## config.mk

```make
export PLATFORM = sky130hd
export DESIGN_NAME = b_bus_seq_mux
export DESIGN_NICKNAME = d
export VERILOG_FILES = /design/src/rtl/b_bus_pkg.sv /design/src/rtl/b_bus_out_stage.sv /design/src/rtl/b_bus_seq_mux.sv
export SDC_FILE = /design/constraint.sdc
export NUM_CORES = 1
export LEC_CHECK = 0
export ABC_AREA = 1
export BUFFER_PORTS_ARGS = -buffer_cell sky130_fd_sc_hd__buf_2
export CORE_AREA = 3 3 233 235
export DETAILED_ROUTE_END_ITERATION = 7
export DIE_AREA = 0 0 236 238
export GPL_TIMING_DRIVEN = 0
export PLACE_DENSITY = 0.37
export REMOVE_ABC_BUFFERS = 1
export SETUP_SLACK_MARGIN = 0.2
export SLEW_MARGIN = 40
export SYNTH_ARGS = -nofsm -noshare
export SYNTH_HDL_FRONTEND = slang
export SYNTH_SLANG_ARGS = --single-unit
```

## constraint.sdc

```tcl
create_clock -name clk -period 3.05 [get_ports clk]
set_clock_uncertainty 0.1 [all_clocks]
set_input_delay 0.4575 -clock clk [delete_from_list [all_inputs] [get_ports clk]]
set_output_delay 0.4575 -clock clk [all_outputs]
set_load 0.01 [all_outputs]
```

## src/rtl/b_bus_pkg.sv

```systemverilog
// b_bus_pkg: shared types, source map and index helper for the B-bus selector.
package b_bus_pkg;
  localparam int BBUS_DATA_W  = 32;
  localparam int BBUS_NUM_SRC = 17;
  typedef enum logic {MODE_SINGLE, MODE_BURST} bbus_mode_e;
  typedef enum logic {IDLE, STREAM} bbus_state_e;
  localparam int SRC_MDR  = 0;
  localparam int SRC_K0   = 1;
  localparam int SRC_K1   = 2;
  localparam int SRC_K2   = 3;
  localparam int SRC_K3   = 4;
  localparam int SRC_K4   = 5;
  localparam int SRC_K5   = 6;
  localparam int SRC_K6   = 7;
  localparam int SRC_K7   = 8;
  localparam int SRC_K8   = 9;
  localparam int SRC_P1   = 10;
  localparam int SRC_P2   = 11;
  localparam int SRC_P3   = 12;
  localparam int SRC_DP   = 13;
  localparam int SRC_CV   = 14;
  localparam int SRC_I    = 15;
  localparam int SRC_MBRU = 16;
  // Out-of-range indices fall back to 0, as does the last valid source.
  function automatic int unsigned next_idx(input int unsigned cur, input int unsigned num_src);
    return (cur >= num_src - 1) ? 0 : cur + 1;
  endfunction
endpackage

```

## src/rtl/b_bus_out_stage.sv

```systemverilog
// b_bus_out_stage: one-deep valid/ready output register for the B-bus beat.
module b_bus_out_stage #(
  parameter int DATA_W = 32,
  parameter int SEL_W  = 5
) (
  input  logic              clk,
  input  logic              rst_n,
  input  logic              load,
  input  logic [DATA_W-1:0] in_data,
  input  logic [SEL_W-1:0]  in_sel,
  input  logic              in_last,
  input  logic              in_err,
  input  logic              out_ready,
  output logic              slot_free,
  output logic              out_valid,
  output logic [DATA_W-1:0] out_data,
  output logic [SEL_W-1:0]  out_sel,
  output logic              out_last,
  output logic              out_err
);
  logic              valid_q, valid_d, last_q, last_d, err_q, err_d;
  logic [DATA_W-1:0] data_q, data_d;
  logic [SEL_W-1:0]  sel_q, sel_d;
  always_comb begin
    valid_d = load | (valid_q & ~out_ready);
    data_d  = load ? in_data : data_q;
    sel_d   = load ? in_sel : sel_q;
    last_d  = load ? in_last : last_q;
    err_d   = load ? in_err : err_q;
  end
  always_ff @(posedge clk or negedge rst_n) begin
    if (!rst_n) begin
      valid_q <= 1'b0;
      data_q  <= '0;
      sel_q   <= '0;
      last_q  <= 1'b0;
      err_q   <= 1'b0;
    end else begin
      valid_q <= valid_d;
      data_q  <= data_d;
      sel_q   <= sel_d;
      last_q  <= last_d;
      err_q   <= err_d;
    end
  end
  assign slot_free = ~valid_q | out_ready;
  assign out_valid = valid_q;
  assign out_data  = data_q;
  assign out_sel   = sel_q;
  assign out_last  = last_q;
  assign out_err   = err_q;
endmodule

```

## src/rtl/b_bus_seq_mux.sv

```systemverilog
// b_bus_seq_mux: registered B-bus source selector with single-beat and burst walk modes.
module b_bus_seq_mux
  import b_bus_pkg::*;
#(
  parameter int DATA_W  = BBUS_DATA_W,
  parameter int NUM_SRC = BBUS_NUM_SRC,
  parameter int SEL_W   = $clog2(NUM_SRC)
) (
  input  logic                      clk,
  input  logic                      rst_n,
  input  logic [NUM_SRC*DATA_W-1:0] src_data,
  input  logic                      cmd_valid,
  output logic                      cmd_ready,
  input  logic                      cmd_mode,
  input  logic [SEL_W-1:0]          cmd_sel,
  input  logic [SEL_W-1:0]          cmd_len,
  output logic                      out_valid,
  input  logic                      out_ready,
  output logic [DATA_W-1:0]         out_data,
  output logic [SEL_W-1:0]          out_sel,
  output logic                      out_last,
  output logic                      out_err,
  output logic                      busy
);
  bbus_state_e       state_q, state_d;
  logic [SEL_W-1:0]  cur_q, cur_d, rem_q, rem_d, idx;
  logic              rdy_q, rdy_d, load, last, err, slot_free;
  logic [DATA_W-1:0] mux_data;
  always_comb begin
    state_d   = state_q;
    cur_d     = cur_q;
    rem_d     = rem_q;
    rdy_d     = 1'b1;
    load      = 1'b0;
    idx       = cmd_sel;
    last      = 1'b1;
    cmd_ready = 1'b0;
    if (state_q == IDLE) begin
      cmd_ready = rdy_q & slot_free;
      if (cmd_valid && cmd_ready) begin
        load = 1'b1;
        if (bbus_mode_e'(cmd_mode) == MODE_BURST && cmd_len != '0) begin
          last    = 1'b0;
          cur_d   = SEL_W'(next_idx(32'(cmd_sel), NUM_SRC));
          rem_d   = cmd_len - SEL_W'(1);
          state_d = STREAM;
        end
      end
    end else if (slot_free) begin
      load = 1'b1;
      idx  = cur_q;
      last = rem_q == '0;
      if (rem_q == '0) state_d = IDLE;
      else begin
        cur_d = SEL_W'(next_idx(32'(cur_q), NUM_SRC));
        rem_d = rem_q - SEL_W'(1);
      end
    end
  end
  // Source is sampled only on the load edge; out-of-range indices read as zero.
  always_comb begin
    mux_data = '0;
    for (int i = 0; i < NUM_SRC; i++)
      if (32'(idx) == i) mux_data = src_data[i*DATA_W +: DATA_W];
    err = 32'(idx) >= NUM_SRC;
  end
  always_ff @(posedge clk or negedge rst_n) begin
    if (!rst_n) begin
      state_q <= IDLE;
      cur_q   <= '0;
      rem_q   <= '0;
      rdy_q   <= 1'b0;
    end else begin
      state_q <= state_d;
      cur_q   <= cur_d;
      rem_q   <= rem_d;
      rdy_q   <= rdy_d;
    end
  end
  b_bus_out_stage #(.DATA_W(DATA_W), .SEL_W(SEL_W)) u_out (
    .clk       (clk),
    .rst_n     (rst_n),
    .load      (load),
    .in_data   (mux_data),
    .in_sel    (idx),
    .in_last   (last),
    .in_err    (err),
    .out_ready (out_ready),
    .slot_free (slot_free),
    .out_valid (out_valid),
    .out_data  (out_data),
    .out_sel   (out_sel),
    .out_last  (out_last),
    .out_err   (out_err)
  );
  assign busy = (state_q == STREAM) | out_valid;
endmodule

```

==> results of run 1 <==
metal layers:
metal | vias up | wire length, um
met5 | - | 7
met4 | 2 | 1369
met3 | 63 | 3480
met2 | 484 | 28870
met1 | 5377 | 25200
li1 | 5696 | -
logic make-up after synthesis:
family,Yosys count
buf+inv,263
flops,52
fa+ha+maj,5
simple gates,1036
other cells,1
xor+xnor,5
compound gates,67
mux,2
registers in the layout, indices dropped and copies added (netlist names):
signal	flops
rem_q	5
state_q	1
rdy_q	1
cur_q	5
u_out.out_last	1
u_out.out_valid	1
u_out.out_err	1
u_out.out_sel	5
u_out.out_data	32
path summary, 6_finish.rpt:
check / start / end / slack [ns] / cells past startpoint
max: u_out.out_valid$_DFF_PN0_ / u_out.out_data[21]$_DFFE_PN0P_ / 0.17 / 18
min: src_data[457] / u_out.out_data[9]$_DFFE_PN0P_ / 0.35 / 5
max reg2reg: u_out.out_valid$_DFF_PN0_ / u_out.out_data[21]$_DFFE_PN0P_ / 0.17 / 18
min reg2reg: u_out.out_data[18]$_DFFE_PN0P_ / u_out.out_data[18]$_DFFE_PN0P_ / 0.38 / 2
max in group asynchronous: rst_n / u_out.out_data[12]$_DFFE_PN0P_ / 1.94 / 3
min in group asynchronous: rst_n / u_out.out_data[23]$_DFFE_PN0P_ / 0.41 / 2
power by group through the flow:
stage          clock [uW]  combinational (uW)  sequential [uW]
5_1_grt               783                7380             1220
3_3_place_gp            0                5230             1180
6_report              733                6700             1180
4_1_cts               765                6160             1170
2_1_floorplan           0                2700             1280
3_5_place_dp            0                5510             1190
what timing repair did:
action	4_1_cts	5_1_grt
cloned	2	6
buffers inserted	37	38
hold buffers	1	0
endpoints found under the setup margin	32	31
gates resized for setup	69	75
pin swaps	18	58
hold endpoints to repair	4	0
critical path: cells and delay by family (launching register included):
kind                   cells  cell delay, ns
AOI/OAI and AO/OA          1            0.23
buffers and inverters      3            0.38
and+or+nand+nor           14            1.67
DFF                        1            0.41
stage by stage:
stage | setup slack, ns | instance area (um2)
6_report | 0.1738 | 12910
3_5_place_dp | -1.166 | 11410
2_1_floorplan | -0.05448 | 6954
5_1_grt | -0.01803 | 12900
4_1_cts | 0.1328 | 12200
3_3_place_gp | -3.210 | 10820
area by class of cell:
class	instances	area share, %
clock inverter	3	0.3587
tap	688	6.669
multi-input combinational	1121	42.97
inverter	200	6.136
timing repair buffer	699	32.61
clock buffer	5	0.9694
timing repair inverter	2	0.1551
sequential	52	10.09
antenna	2	0.03877
cells in the final DEF (no fill, tap or decap), types with 3 or more instances in the layout:
cell	instances
o21ai_4	3
buf_12	11
nand3_2	12
nand2_2	17
xnor2_1	3
nor2_4	32
nor3_1	3
nand2_8	6
inv_2	4
nand3_1	78
ha_1	5
buf_6	6
dfrtp_1	51
or2_0	17
clkbuf_16	7
nand3_4	5
inv_1	189
nand2_1	581
buf_8	11
inv_8	3
buf_16	9
a21oi_1	12
or2_2	31
nor2_1	150
o22ai_1	4
buf_4	60
nor2_2	13
o21ai_0	40
nand2_4	13
inv_6	4
nand4_1	77
buf_2	599
==> metrics.txt, run 1 <==
share of cells above drive strength 1 41.21%; adder-cell area share of the yosys netlist 0.8646%; crit-path max FO 8; mux cell area share after synthesis 0.2767%; WP data required 3.18 ns; WP data arrival 3.01 ns; post-synthesis cell count 1431; pwr dens 667.3 nW/um2; gr ovfl total 0; sw frac 55.15%; Netlist Area Pre-Place 7236 um2; Sink Count 52; Synth Register Bits 52; clock root buffer clkbuf_16; DRC Markers 0; GRT Util Overall 19.14%; Post-synth EDFFs 0; period utilization 94.30%; synthesized area per cell 5.056 um2; DP HPWL 46390 um; Reg power frac 13.7%; M1 GR Usage 25.06%; worst skew pair latency 0.32 ns; Placeable Area 52450 um2; ys async rst share 100.0%; Slew Limit Fails 0; Max Cap Violations 0; Clock Tree Buf Depth 2; post-route minimum period 2.876 ns; GRT met2 Usage 33.20%; Final Setup Violations 0; Yosys top cell by area nand2_1; Global Route met3 Usage 2.554%; Final Util 24.61%; vias in the first global route 11323; worst rel slew slack 53.10%; worst path cell trace nand2_4 > nand2_4 > o21ai_4 > buf_4 > nor2_4 > buf_4 > nand3_1 > nand2_1 > nor2_1 > nand4_1 > nand2_1 > nand4_1 > nor2_1 > nand4_1 > nor2_1 > nand3_1 > nand2_1 > inv_1; storage element area 1303 um2; nets@finish 2645; fin cells 2772; Ports 601; slew at the pin closest to its max-slew limit 0.6971 ns; drt initial violations 645; largest family of logic cells by synthesized area simple AND/OR/NAND/NOR gates; leading post-synthesis cells by cell area nand2_1 32%, dfrtp_1 18%, inv_1 10%; Synth Area in Compound Gates 5.049%; Vias 11622; XOR/XNOR Fraction of Synth Area 0.6052%; combinational fraction of design power 77.8%; NetSw 4751 uW; Routed WL 58930 um; largest net degree at the start of global routing 49; GRT Max-Usage Layer met2; synth cell count leaders 609 x nand2_1, 196 x inv_1, 182 x nor2_1; Crit. End Element flip-flop; DR pass1 iterations 5; status complete, no violations; multi-input logic area 5547 um2; Max Freq 0.3477 GHz; Die Ht 238 um; Clock power frac 8.5%; Internal 3863 uW; TNS Setup 0 ns; Hold Path Class in2reg; Max VDD drop 328.8 uV; Cell variety after synth 37; worst setup path class reg2reg; final hold vios 0; Synth Area in Simple Gates 60.90%; Area growth syn-to-layout 78.39%; # rows 84; Via-to-Cell Ratio 4.193; Slowest cell on crit path dfrtp_1; antenna violations before repair 3; H-tree depth 2; IO Port Bufs 600; Initial Util 13.80%; first-pass GRT wire length 78680 um; Leakage 0.007164 uW; Yosys warning count 0; Synth Flop Type dfrtp_1; Seq/Total Area, Yosys 17.98%; Pwr Total 8613 uW; RSZ-0062 raised after global routing yes; post-route ant nets 0; Synth top area share 31.59%; Reg clk slew, reported paths 0.09 ns; Die ar. 56170 um2; CP Launch Type flip-flop; Largest stage delay, worst path 0.41 ns; dpl cells 2678; Hold Slack 0.3501 ns; top-count cell post-synth nand2_1; CTS tree built; drt wl/cell 21.26 um; routability-driven placement congestion ratio 0.9564; fill count 6131; CTS buffer count 5; Die X 236 um
Power figures use the tool's default switching activity.
==> run 2: changes to the inputs <==
--- a/config.mk
+++ b/config.mk
@@ -12,6 +12,7 @@
 export DIE_AREA = 0 0 236 238
 export GPL_TIMING_DRIVEN = 0
 export PLACE_DENSITY = 0.37
+export RECOVER_POWER = 50
 export REMOVE_ABC_BUFFERS = 1
 export SETUP_SLACK_MARGIN = 0.2
 export SLEW_MARGIN = 40
==> run 2 against run 1 <==
Sequential power hardly changed. Maximum frequency barely moved. First-iteration DRC count is 2.6% lower. Register-to-register slack is essentially flat. Wire length is essentially flat. Total power is 0.34% lower.
==> metrics.txt, run 2 (synthesized netlist as in run 1, its figures left out) <==
status complete, no violations; DR pass1 iterations 5 (unchanged); Global Route met3 Usage 2.554% (unchanged); NetSw 4756 uW (+0.12%); Reg clk slew, reported paths 0.08 ns (about the same); post-route ant nets 0 (unchanged); clock root buffer clkbuf_16; final hold vios 0 (unchanged); RSZ-0062 raised after global routing yes; Post-DP Area 11410 um2 (unchanged); GRT Max-Usage Layer met2; R2R Path End u_out.out_data[10]$_DFFE_PN0P_; GRT Util Overall 19.14% (unchanged); Max VDD drop 330.6 uV (+0.56%); Placeable Area 52450 um2 (unchanged); sw frac 55.41% (+0.25 points); pre-CTS setup slack -1.166 ns (unchanged); Clock Tree Buf Depth 2 (unchanged); vias in the first global route 11323 (unchanged); period utilization 94.35% (about the same); Leakage 0.007082 uW (-1.1%); worst skew pair latency 0.32 ns (about the same); Final Setup Violations 0 (unchanged); combinational fraction of design power 77.7% (about the same); crit-path max FO 7 (-1); Hold Slack 0.3502 ns (+0.0001120 ns); Slowest cell on crit path dfrtp_1; largest net degree at the start of global routing 49 (unchanged); Max Cap Violations 0 (unchanged); RR Startpoint u_out.out_valid$_DFF_PN0_; final setup margin 0.1722 ns (-0.001617 ns); Hold Path Class in2reg; TNS Setup 0 ns (unchanged); Hold EP u_out.out_data[9]$_DFFE_PN0P_; storage element area 1303 um2 (unchanged); first-pass GRT wire length 78680 um (unchanged); Die X 236 um (unchanged); Largest register FFs 32 (unchanged); fill count 6138 (+0.11%); Area growth syn-to-layout 77.66%; CTS tree built; # rows 84 (unchanged); multi-input logic area 5547 um2 (unchanged); R2R Setup Slk 0.17 ns (about the same); Die ar. 56170 um2 (unchanged); IO Port Bufs 600 (unchanged); Die Ht 238 um (unchanged); Final Util 24.51% (-0.10 points); worst rel slew slack 4.501% (-49 points); most common cell after layout, fill and taps aside nand2_1; Routed WL 58910 um (about the same); Internal 3828 uW (-0.90%); pwr dens 667.8 nW/um2 (about the same); WP data required 3.16 ns (-0.02 ns); Critical Path Source u_out.out_valid$_DFF_PN0_; Largest stage delay, worst path 0.41 ns (about the same); drt wl/cell 21.25 um (about the same); Reg2Reg Depth 20 (+2); M1 GR Usage 25.06% (unchanged); Initial Util 13.80% (unchanged); DRC Markers 0 (unchanged); worst setup path class reg2reg; Crit. End Element flip-flop; Hold Startpoint src_data[457]; worst path cell trace nand2_4 > nand2_8 > nand2_4 > o21ai_4 > buf_6 > nand2_8 > nor2_4 > buf_4 > nand2_2 > nand2_1 > nor2_1 > nand4_1 > nor2_2 > nand4_1 > nor2_2 > nand3_2 > nand2_2 > nand3_2 > nand2_1 > nand2_1; Ports 601 (unchanged); hold path depth 5 (unchanged); Slew Limit Fails 0 (unchanged); Vias 11636 (+0.12%); antenna violations before repair 3 (unchanged); Reg power frac 13.8% (about the same); most numerous cell on the critical path nand2_1; most frequent cells in the layout 581 x nand2_1, 579 x buf_2, 189 x inv_1; Sink Count 52 (unchanged); drt initial violations 628 (-2.6%); H-tree depth 2 (unchanged); Max Freq 0.3475 GHz (about the same); routability-driven placement congestion ratio 0.9564 (unchanged); nets@finish 2645 (unchanged); CP Launch Type flip-flop; Via-to-Cell Ratio 4.196 (about the same); Post-Layout Inst Area 12850 um2 (-0.41%); CTS buffer count 5 (unchanged); share of cells above drive strength 1 40.20% (-1.0 points); gr ovfl total 0 (unchanged); post-route minimum period 2.878 ns (+0.001617 ns); WP data arrival 2.99 ns (-0.02 ns); DP HPWL 46390 um (unchanged); GRT met2 Usage 33.20% (unchanged); Clock power frac 8.5% (about the same); slew at the pin closest to its max-slew limit 1.432 ns (+0.7354 ns)
==> run 2: stage by stage <==
| stage | total power (uW) | std cells |
|---|---|---|
| 2_1_floorplan | 3974 | 1368 |
| 3_3_place_gp | 6411 | 2656 |
| 3_5_place_dp | 6702 | 2678 |
| 4_1_cts | 8094 | 2726 |
| 5_1_grt | 9350 | 2771 |
| 6_report | 8584 | 2773 |
==> run 2: metal layers <==
| metal | share of wire (%) | wire, um |
|---|---|---|
| met4 | 2.3 | 1382 |
| met2 | 49 | 28840 |
| met1 | 43 | 25340 |
| met3 | 5.7 | 3342 |
| met5 | 0.012 | 7 |
==> run 2: worst max path at each step <==
| stage | endpoint | slack [ns] | depth (start not counted) |
|---|---|---|---|
| after floorplan | u_out.out_data[0]$_DFFE_PN0P_ | -0.05 | 13 |
| after global placement | u_out.out_data[10]$_DFFE_PN0P_ | -3.21 | 15 |
| after detailed placement | u_out.out_data[30]$_DFFE_PN0P_ | -1.17 | 17 |
| after CTS | u_out.out_data[30]$_DFFE_PN0P_ | 0.13 | 17 |
| after global routing | u_out.out_data[21]$_DFFE_PN0P_ | -0.02 | 18 |
| final | u_out.out_data[10]$_DFFE_PN0P_ | 0.17 | 20 |
==> run 2: final cells by class <==
class | count | area share (%)
multi-input combinational | 1121 | 43.15
timing repair buffer | 699 | 32.31
sequential | 52 | 10.13
tap | 688 | 6.697
inverter | 200 | 6.161
clock buffer | 5 | 0.9733
clock inverter | 3 | 0.3601
timing repair inverter | 2 | 0.1557
antenna | 3 | 0.05840
==> run 2: repair_timing <==
action	CTS	global route
endpoints found under the setup margin	32	31
endpoints found under the hold margin	4	0
cloned	2	6
gates resized for setup	69	75
setup buffers	37	38
pin swaps	18	58
hold buffers	1	0
==> run 2: worst max-delay path, delay by kind of cell (launching register included) <==
family | cells | cell delay, ns
compound gates | 1 | 0.07
buf+inv | 2 | 0.31
flops | 1 | 0.41
simple gates | 17 | 1.86
==> run 2: power groups by stage <==
stage	Clock, uW	Combinational, uW	Sequential [uW]
2_1_floorplan	0	2700	1280
3_3_place_gp	0	5230	1180
3_5_place_dp	0	5510	1190
4_1_cts	765	6160	1170
5_1_grt	783	7350	1220
6_report	734	6670	1180
==> run 3: changes to the inputs <==
--- a/config.mk
+++ b/config.mk
@@ -11,7 +11,7 @@
 export DETAILED_ROUTE_END_ITERATION = 7
 export DIE_AREA = 0 0 236 238
 export GPL_TIMING_DRIVEN = 0
-export PLACE_DENSITY = 0.37
+export PLACE_DENSITY = 0.36
 export RECOVER_POWER = 50
 export REMOVE_ABC_BUFFERS = 1
 export SETUP_SLACK_MARGIN = 0.2
@@ -19,3 +19,4 @@
 export SYNTH_ARGS = -nofsm -noshare
 export SYNTH_HDL_FRONTEND = slang
 export SYNTH_SLANG_ARGS = --single-unit
+export TNS_END_PERCENT = 20
==> constraint.sdc (replaced) <==
create_clock -name clk -period 3.05 [get_ports clk]
set_clock_uncertainty 0.1 [all_clocks]
set_input_delay 0.1525 -clock clk [delete_from_list [all_inputs] [get_ports clk]]
set_output_delay 0.1525 -clock clk [all_outputs]
set_load 0.01 [all_outputs]
==> run 3 against run 2 <==
Maximum frequency shrank 3.5%. Worst hold slack lost 0.32 ns. Non-clock buffer count is the same. Wire length shrank 0.12%. Die area is the same. Critical path depth shrank 2. Global-route usage grew 0.67 points. Final area grew 0.40%. Sequential power is essentially flat. Sequential share of layout area is essentially flat. Combinational power shrank 0.7%. Largest cell class unchanged. Largest power group unchanged.
==> metrics.txt, run 3 (synthesized netlist as in run 1, its figures left out) <==
Routed WL 58850 um (-0.12%); RSZ-0062 raised after global routing yes; Via-to-Cell Ratio 4.233 (+0.89%); gr ovfl total 0 (unchanged); fin cells 2772 (-0.036%); hold path depth 5 (unchanged); most frequent cells in the layout 585 x buf_2, 576 x nand2_1, 190 x inv_1; largest net degree at the start of global routing 45 (-8.2%); R2R Path End u_out.out_data[30]$_DFFE_PN0P_; Die Ht 238 um (unchanged); DR pass1 iterations 5 (unchanged); pwr dens 660.3 nW/um2 (-1.1%); Largest register FFs 32 (unchanged); nets@finish 2643 (-0.076%); Sink Count 52 (unchanged); post-route ant nets 0 (unchanged); first-pass GRT wire length 81450 um (+3.5%); antenna violations before repair 8 (+5); Max Freq 0.3354 GHz (-3.5%); worst setup path class reg2reg; IO Port Bufs 600 (unchanged); Area growth syn-to-layout 78.37%; vias in the first global route 11801 (+4.2%); Hold Path Class in2reg; routability-driven placement congestion ratio 0.9439 (-1.3%); period utilization 97.76% (+3.4 points); WP data required 3.17 ns (about the same); Final Setup Violations 0 (unchanged); DP HPWL 47050 um (+1.4%); Initial Util 13.80% (unchanged); # rows 84 (unchanged); CTS tree built; CP Launch Type flip-flop; Hold Slack 0.03272 ns (-0.3175 ns); post-route minimum period 2.982 ns (+0.1039 ns); share of cells above drive strength 1 40.43% (+0.23 points); Reg power frac 13.8% (about the same); Slowest cell on crit path dfrtp_1; Ports 601 (unchanged); R2R Setup Slk 0.07 ns (-0.10 ns); final hold vios 0 (unchanged); GRT Util Overall 19.81% (+0.67 points); most numerous cell on the critical path nand2_4; TNS Setup 0 ns (unchanged); DRC Markers 0 (unchanged); Slew Limit Fails 0 (unchanged); clock root buffer clkbuf_16; Critical Path Source u_out.out_valid$_DFF_PN0_; RR Startpoint u_out.out_valid$_DFF_PN0_; drt initial violations 559 (-11%); Placeable Area 52450 um2 (unchanged); Reg2Reg Depth 18 (-10%); Largest stage delay, worst path 0.44 ns (+0.03 ns); Clock Tree Buf Depth 2 (unchanged); worst rel slew slack 12.07% (+7.6 points); crit path to u_out.out_data[30]$_DFFE_PN0P_; Max Cap Violations 0 (unchanged); crit-path max FO 18 (+11); sw frac 54.86% (-0.54 points); fill count 6170 (+0.52%); Die X 236 um (unchanged); Leakage 0.007129 uW (+0.66%); NetSw 4676 uW (-1.7%); status complete, no violations; WP data arrival 3.10 ns (+0.11 ns); drt wl/cell 21.23 um (about the same); Die ar. 56170 um2 (unchanged); most common cell after layout, fill and taps aside buf_2; combinational fraction of design power 77.7% (about the same); Clock power frac 8.6% (about the same); Crit. End Element flip-flop; worst skew pair latency 0.32 ns (about the same); H-tree depth 2 (unchanged); CTS buffer count 5 (unchanged); worst path cell trace nand2_4 > nand2_8 > buf_12 > nand2_4 > nand2_4 > nand3_4 > buf_4 > nor2_4 > buf_16 > buf_8 > inv_4 > nor2_1 > nor2_4 > nand4_1 > nor3_1 > nand4_1 > nand2_1 > nand2_1; Vias 11735 (+0.85%); Max VDD drop 330.3 uV (about the same); Reg clk slew, reported paths 0.09 ns (about the same); dpl cells 2675 (-0.11%); slew at the pin closest to its max-slew limit 1.319 ns (-0.1135 ns); Internal 3847 uW (+0.49%)
[run 3: power groups by stage]
stage | Combinational (uW) | Sequential, uW | Clock (uW)
final | 6620 | 1170 | 730
after global routing | 7330 | 1210 | 788
after CTS | 6390 | 1170 | 769
after detailed placement | 5460 | 1190 | 0
after global placement | 5210 | 1190 | 0
after floorplan | 2700 | 1280 | 0
[run 3: worst min path at each step]
stage                                   startpoint                        endpoint  slack [ns]
floorplan                                    rst_n            cur_q[0]$_DFFE_PN0P_       -0.24
global placement    u_out.out_data[24]$_DFFE_PN0P_  u_out.out_data[24]$_DFFE_PN0P_        0.36
detailed placement                           rst_n    u_out.out_sel[3]$_DFFE_PN0P_       -0.11
CTS                                  src_data[501]  u_out.out_data[21]$_DFFE_PN0P_        0.02
global route                         src_data[501]  u_out.out_data[21]$_DFFE_PN0P_        0.05
finish                               src_data[444]  u_out.out_data[28]$_DFFE_PN0P_        0.03
[run 3: what timing repair did]
item,4_1_cts,5_1_grt
pin swaps,46,99
gates cloned,5,0
setup buffers,71,8
endpoints found under the setup margin,32,33
resized for setup,90,69
endpoints found under the hold margin,52,0
hold buffers,1,0
[run 3: per-layer routing]
metal	vias up	wire, um	track usage (%)
met3	46	3747	2.924
met2	469	29380	35.83
li1	5697	-	-
met1	5517	24780	25.31
met4	6	898	3.134
met5	-	36	0
[run 3: area by class of cell]
class                   count  area [um2]  share of cell area (%)
well taps                 688       860.8                   6.670
repair inverters            1       16.27                  0.1260
multi-input cells        1120        5534                   42.88
clock inverters             3       46.29                  0.3587
clock buffers               5       125.1                  0.9695
repair buffers            699        4232                   32.79
flip-flops and latches     52        1303                   10.09
diodes                      4       10.01                 0.07756
inverters                 200       779.5                   6.040
[run 3: per-stage QoR]
stage	instance area [um2]	worst slack (ns)	util, %	total power (uW)
finish	12910	0.06824	24.61	8522
global route	12900	-0.1497	24.59	9329
CTS	12610	0.07639	24.05	8328
detailed placement	11360	-1.459	21.65	6645
global placement	10820	-3.229	20.63	6400
floorplan	6954	-0.02635	-	3974
[run 3: worst max-delay path, delay by kind of cell, from the launching register on]
| family | cells | cell delay (ns) |
|---|---|---|
| AND/OR/NAND/NOR | 13 | 1.62 |
| buffers and inverters | 5 | 0.69 |
| flip-flops | 1 | 0.44 |
